==> src/rtl/serial_adder_ctrl.sv <==
// Bit-serial add/subtract sequencer: one full-add cell processes a WIDTH-bit operand pair
// LSB first, then holds the result under a done/ack handshake.
module serial_adder_ctrl #(
    parameter int unsigned WIDTH = 8
) (
    input  logic             clk,
    input  logic             rst_n,
    input  logic             start,
    input  logic             sub,
    input  logic [WIDTH-1:0] op_a,
    input  logic [WIDTH-1:0] op_b,
    input  logic             ack,
    output logic             busy,
    output logic             done,
    output logic [WIDTH-1:0] result,
    output logic             carry_out,
    output logic             overflow
);

    localparam int unsigned CntW = $clog2(WIDTH) + 1;

    typedef enum logic [1:0] {StIdle, StRun, StDone} state_e;

    state_e              state_q, state_d;
    logic [WIDTH-1:0]    shift_a_q, shift_a_d;
    logic [WIDTH-1:0]    shift_b_q, shift_b_d;
    logic [WIDTH-1:0]    result_q, result_d;
    logic [CntW-1:0]     count_q, count_d;
    logic                carry_q, carry_d;
    logic                carry_out_q, carry_out_d;
    logic                overflow_q, overflow_d;

    // Full-add cell built from two half adders.
    logic ha1_sum, ha1_carry, ha2_carry, cell_sum, cell_carry;
    logic c_msb_in;
    logic last_bit;

    assign ha1_sum    = shift_a_q[0] ^ shift_b_q[0];
    assign ha1_carry  = shift_a_q[0] & shift_b_q[0];
    assign cell_sum   = ha1_sum ^ carry_q;
    assign ha2_carry  = ha1_sum & carry_q;
    assign cell_carry = ha1_carry | ha2_carry;

    assign last_bit = (count_q == CntW'(WIDTH - 1));
    // On the MSB cycle the carry register holds the carry into the MSB.
    assign c_msb_in = carry_q;

    always_comb begin
        state_d     = state_q;
        shift_a_d   = shift_a_q;
        shift_b_d   = shift_b_q;
        result_d    = result_q;
        count_d     = count_q;
        carry_d     = carry_q;
        carry_out_d = carry_out_q;
        overflow_d  = overflow_q;

        unique case (state_q)
            StIdle: begin
                if (start) begin
                    state_d   = StRun;
                    shift_a_d = op_a;
                    // Subtraction as A + ~B + 1: invert B and seed the carry.
                    shift_b_d = sub ? ~op_b : op_b;
                    carry_d   = sub;
                    count_d   = '0;
                end
            end
            StRun: begin
                result_d  = {cell_sum, result_q[WIDTH-1:1]};
                shift_a_d = shift_a_q >> 1;
                shift_b_d = shift_b_q >> 1;
                carry_d   = cell_carry;
                count_d   = count_q + CntW'(1);
                if (last_bit) begin
                    state_d     = StDone;
                    carry_out_d = cell_carry;
                    overflow_d  = c_msb_in ^ cell_carry;
                end
            end
            StDone: begin
                if (ack) begin
                    state_d = StIdle;
                end
            end
            default: state_d = StIdle;
        endcase
    end

    always_ff @(posedge clk or negedge rst_n) begin
        if (!rst_n) begin
            state_q     <= StIdle;
            shift_a_q   <= '0;
            shift_b_q   <= '0;
            result_q    <= '0;
            count_q     <= '0;
            carry_q     <= 1'b0;
            carry_out_q <= 1'b0;
            overflow_q  <= 1'b0;
        end else begin
            state_q     <= state_d;
            shift_a_q   <= shift_a_d;
            shift_b_q   <= shift_b_d;
            result_q    <= result_d;
            count_q     <= count_d;
            carry_q     <= carry_d;
            carry_out_q <= carry_out_d;
            overflow_q  <= overflow_d;
        end
    end

    assign busy      = (state_q != StIdle);
    assign done      = (state_q == StDone);
    assign result    = result_q;
    assign carry_out = carry_out_q;
    assign overflow  = overflow_q;

endmodule

==> config.mk <==
export PLATFORM = sky130hd
export DESIGN_NAME = serial_adder_ctrl
export DESIGN_NICKNAME = d
export VERILOG_FILES = /design/src/rtl/serial_adder_ctrl.sv
export SDC_FILE = /design/constraint.sdc
export NUM_CORES = 1
export LEC_CHECK = 0
export CAP_MARGIN = 20
export CORE_ASPECT_RATIO = 0.7
export CORE_MARGIN = 5
export CORE_UTILIZATION = 45
export DETAILED_ROUTE_END_ITERATION = 8
export PLACE_DENSITY = 0.72
export SYNTH_ARGS = -nofsm -noshare
export SYNTH_HDL_FRONTEND = slang
export SYNTH_SLANG_ARGS = --single-unit
==> constraint.sdc <==
create_clock -name clk -period 1.8 [get_ports clk]
set_input_delay 0.36 -clock clk [delete_from_list [all_inputs] [get_ports clk]]
set_output_delay 0.36 -clock clk [all_outputs]
set_load 0.01 [all_outputs]
After elaboration in Yosys (flattened, before gate mapping)
Cells that the tools add are included.
{ "totals": {"ff_bits": 33, "inputBits": 21, "output_inout_bits": 12} }
{ "op_classes": {"addsub": 1, "n_eq_ne": 6, "mux": 13, "bitwise_logic": 7, "n_reduce_logical": 6} }
{ "ops": {"columns": ["op", "count"], "rows": [
  ["8-bit one-hot mux with 2 select lines", 2],
  ["8-bit 2-to-1 mux", 3],
  ["8-bit inverter", 1],
  ["4-bit one-hot mux with 2 select lines", 1],
  ["2-bit 2-to-1 mux", 3],
  ["2-bit inequality test, second input constant", 3],
  ["2-bit one-hot mux with 3 select lines", 1],
  ["4-bit by 1-bit adder with 4-bit output, second input constant", 1],
  ["4-bit by 3-bit equality test with 1-bit output, second input constant", 1],
  ["4-bit 2-to-1 mux", 1],
  ["2-bit AND reduction", 2],
  ["2-bit nonzero test", 2],
  ["3-bit AND reduction", 1],
  ["1-bit XOR", 3],
  ["1-bit bitwise AND", 2],
  ["2-bit by 1-bit equality test with 1-bit output, second input constant", 1],
  ["2-bit equality test, second input constant", 1],
  ["2-bit zero test", 1],
  ["1-bit one-hot mux with 2 select lines", 1],
  ["1-bit 2-to-1 mux", 1],
  ["1-bit bitwise OR", 1]
]} }

Longest topological paths before layout
{ "logic_depth": {"depth_word": 4, "ltp_mapped": 4, "mapped_depth_nobuf": 4} }

Worst setup path before layout
Ideal clock, no wire load.
{ "synth_path": {"path_kind": "register to register", "startpoint": "register shift_a_q[0]", "endpoint": "register overflow_q (netlist: overflow)", "setup_time_ns": 0.125, "arrival_time_ns": 1.249, "slack_ns": 0.426, "path_stages_with_launch": 4, "n_path_buf": 0, "synth_period_minus_slack_ns": 1.374, "path_cell_list": "dfrtp_1 > fa_1 > xor2_1 > mux2_2"} }
{ "synth_between": {"elab_chain_len": 4} }
{ "synth_rtl": {"columns": ["item", "line_no", "rtl"], "rows": [
  ["start: declaration", "25", "logic [WIDTH-1:0] shift_a_q, shift_a_d;"],
  ["start signal: assignment", "102", "shift_a_q <= shift_a_d;"],
  ["1-bit XOR", "38", "assign ha1_sum = shift_a_q[0] ^ shift_b_q[0];"],
  ["1-bit bitwise AND", "41", "assign ha2_carry = ha1_sum & carry_q;"],
  ["1-bit bitwise OR *", "42", "assign cell_carry = ha1_carry | ha2_carry;"],
  ["net cell_carry", "34", "logic ha1_sum, ha1_carry, ha2_carry, cell_sum, cell_carry;"],
  ["1-bit XOR *", "78", "overflow_d = c_msb_in ^ cell_carry;"],
  ["end signal: assignment", "108", "overflow_q <= overflow_d;"],
  ["end: declaration", "31", "logic overflow_q, overflow_d;"]
]} }
The timed path passes the listed nets; every way through them passes the cells marked *.
A chain may end at the register's enable or synchronous reset.

Final worst setup path
{ "layout_path": {"startpoint": "register state_q[1]", "endpoint": "output busy"} }
{ "layout_between": {"elab_chain_len": 1} }
{ "layout_rtl": {"columns": ["item", "line_no", "rtl"], "rows": [
  ["start: declaration", "24", "state_e state_q, state_d;"],
  ["start signal: assignment", "92", "state_q <= StIdle;"],
  ["start signal: assignment", "101", "state_q <= state_d;"],
  ["2-bit nonzero test", "112", "assign busy = (state_q != StIdle);"],
  ["end: declaration", "13", "output logic busy,"]
]} }
No other way between the ends.

==> results_dict.tcl <==
set metrics [dict create \
    clock-sinks 33 \
    core-area_um2 3230 \
    synth_xor_area_share_pct 5.11 \
    cp-start-kind "flop" \
    cts_inserted_buffers 5 \
    netlist_instances 133 \
    antenna_left 0 \
    htreeDepth 2 \
    clock_path_buffers 2 \
    async_flop_share_pct 100 \
    n_fill_cell 273 \
    grt_use_total_pct 16.1 \
    dp.cells 213 \
    drive_gt1_share_pct 17.2 \
    path_buf_inv 1 \
    syn_to_final_growth_pct 32.5 \
    ir_drop_mv 0.719 \
    drc_errors 0 \
    report.final.hold_viol_count 0 \
    synth_top_family_by_area "compound AO/OA/AOI/OAI gates" \
    drt_iter0_drc 112 \
    crit_fanout 4 \
    cts_tree "built" \
    finalWorstSetupSlack_ns 0.100 \
    synth-edff-count 0 \
    vias 1141 \
    rsz0062_at_grt "false" \
    worst_ep_arrival_time_ns 1.34 \
    synth_nets 156 \
    insertedDiodeCount 0 \
    dieArea_um2 4720 \
    nets 196 \
    grt_pass1_vias 1218 \
    synth_simple_gate_area_share_pct 13.4 \
    crit_type "flop to output port" \
    slew_headroom_pct 68.0 \
    io_buffer_count 32 \
    final_cell_area_um2 2040 \
    yosysTopAreaCell "dfrtp_1" \
    synthAdderAreaFrac_pct 2.11 \
    dpl_cell_area_um2 1960 \
    hpwl_mm 2.42 \
    start_util_pct 47.7 \
    firstDrtPassIters 4 \
    synth-seq-cells 33 \
    hold_path_class "primary input to asynchronous set/reset pin" \
    finalMaxSlewViolations 0 \
    cpMaxStageDelayCell "dfrtp_1" \
    outcome "complete, no violations" \
    fmax_mhz 588 \
    finalCriticalPeriod_ns 1.70 \
    drv_cap 0 \
    crit_required_ns 1.44 \
    place.gp.congestion 0.736 \
    dpl_worst_slack_ns 0.0697 \
    clkTransAtPathRegs_ns 0.06 \
    finalSetupViolCount 0 \
    wl_per_cell_um 15.0 \
    synth.lib_cells_used.distinct 28 \
    ys.warnings.count 0 \
    routed_wl_mm 3.31 \
    crit_path_start "state_q[1]" \
    synth_area_um2 1540 \
    cts-root-buf "clkbuf_8" \
    chipHeight_um 59.0 \
    clk_latency_ns 0.28 \
    synth_ff_type "dfrtp_1" \
    worst_pin_slew_ns 0.479 \
    grt_max_degree 34 \
    r2r_slack_ns 0.30 \
    path_cells "or2_2 > dlygate4sd2_1" \
    synth_mux_area_share_pct 8.03 \
    slowest_delay_ns 0.41 \
    grt_pass1_wl_mm 5.67 \
    yosysTopAreaCellShare_pct 53.5 \
    p_total_mw 3.07 \
    synth_compound_area_share_pct 14.7 \
    cp-end-kind "output port" \
    die_w_um 80.0 \
    p_leak_nw 0.941 \
    crit_family "flip-flops" \
    row_count 17 \
    finalCritPeriodShare_pct 94.4 \
    routed_via_density 5.16 \
    stdcell_count 221 \
    ios 33 \
    power_per_cell_area_nw_per_um2 1500 \
    fin_setup_tns_ns 0 \
    antenna_found_initial 0 \
    fin_skew_ns 0.00314 \
    synthTopCellsByArea "dfrtp_1 (54%), mux2_2 (8.0%), and3b_1 (5.1%)" \
    grt-ovfl-total 0 \
    syn_area_per_cell_um2 11.6 \
    r2r_start "state_q[1]" \
    yosysSeqAreaShare_pct 53.5 \
]
[state kept, by name (all words and copies together), names as in the netlist]
name       count
result         8
shift_a_q      8
shift_b_q      8
count_q        4
state_q        2
c_msb_in       1
carry_out      1
overflow       1
[stage by stage]
stage                     util [%]  hold WS, ns
after detailed placement      60.8        0.476
after global routing          63.2        0.523
final                         63.2        0.480
after floorplan                  -       0.0644
after global placement        60.8        0.467
after CTS                     63.2        0.490
[cell usage after synthesis, types with 3 or more instances]
master,count
nand3_1,3
o21ai_0,10
a221o_1,7
and3b_1,9
mux2_2,11
dfrtp_1,33
inv_1,3
nand2_1,14
buf_2,5
a21oi_1,3
xor2_1,9
a22oi_1,6
[power breakdown]
group          internal [mW]  switching, mW  total, mW
clock                  0.267          0.256      0.524
combinational          0.730          0.535       1.26
sequential              1.06          0.221       1.28
total                   2.06           1.01       3.07
[metal layers]
layer | vias to the layer above | part of all wire, % | GRT usage (%) | wire (µm)
li1 | 555 | - | - | -
met4 | 0 | 1.7 | 6.75 | 55
met5 | - | 0 | 0 | 0
met3 | 6 | 3.9 | 5.47 | 128
met1 | 554 | 45 | 19.6 | 1500
met2 | 26 | 49 | 26.3 | 1630
[what timing repair did]
action	4_1_cts	5_1_grt
endpoints found under the setup margin	2	0
hold buffers	0	0
setup buffers	0	0
gates resized for setup	2	0
[logic make-up after synthesis]
family | count (synthesis)
xor gates and xnor gates | 9
muxes | 11
DFF | 33
AOI/OAI and AO/OA | 32
and+or+nand+nor | 35
adders and majority gates | 2
buffers and inverters | 11
[final timing paths]
kind                                end  cells after the start
setup / recovery                   busy                      2
hold / removal             shift_b_q[7]                      2
setup reg to reg              carry_out                      4
hold reg to reg            shift_a_q[3]                      2
max in group asynchronous  shift_b_q[0]                      2
min in group clk           shift_a_q[3]                      2
[layout make-up]
type | instances | area, µm² | share of cell area [%]
timing repair buffer | 41 | 398 | 19.5
clock buffer | 6 | 72.6 | 3.55
tap | 47 | 58.8 | 2.88
sequential | 33 | 826 | 40.4
inverter | 3 | 11.3 | 0.551
clock inverter | 2 | 10.0 | 0.490
multi-input combinational | 89 | 668 | 32.7
[cell usage in the layout (no fill, tap or decap), types with 2 or more instances in the layout]
cell type,synthesis,routed
buf_4,0,8
nor2b_1,2,2
nor2_1,2,2
dfrtp_1,33,33
mux2_2,11,11
a221o_1,7,7
xor2_1,9,9
a21oi_1,3,3
dlygate4sd2_1,0,2
inv_1,3,3
o21ai_0,10,10
clkdlybuf4s50_1,0,30
a22o_1,2,2
nand3_1,3,3
nand2_1,14,14
clkbuf_8,0,5
a22oi_1,6,6
clkinv_2,0,2
and3b_1,9,9
Power figures use the tool's default switching activity.
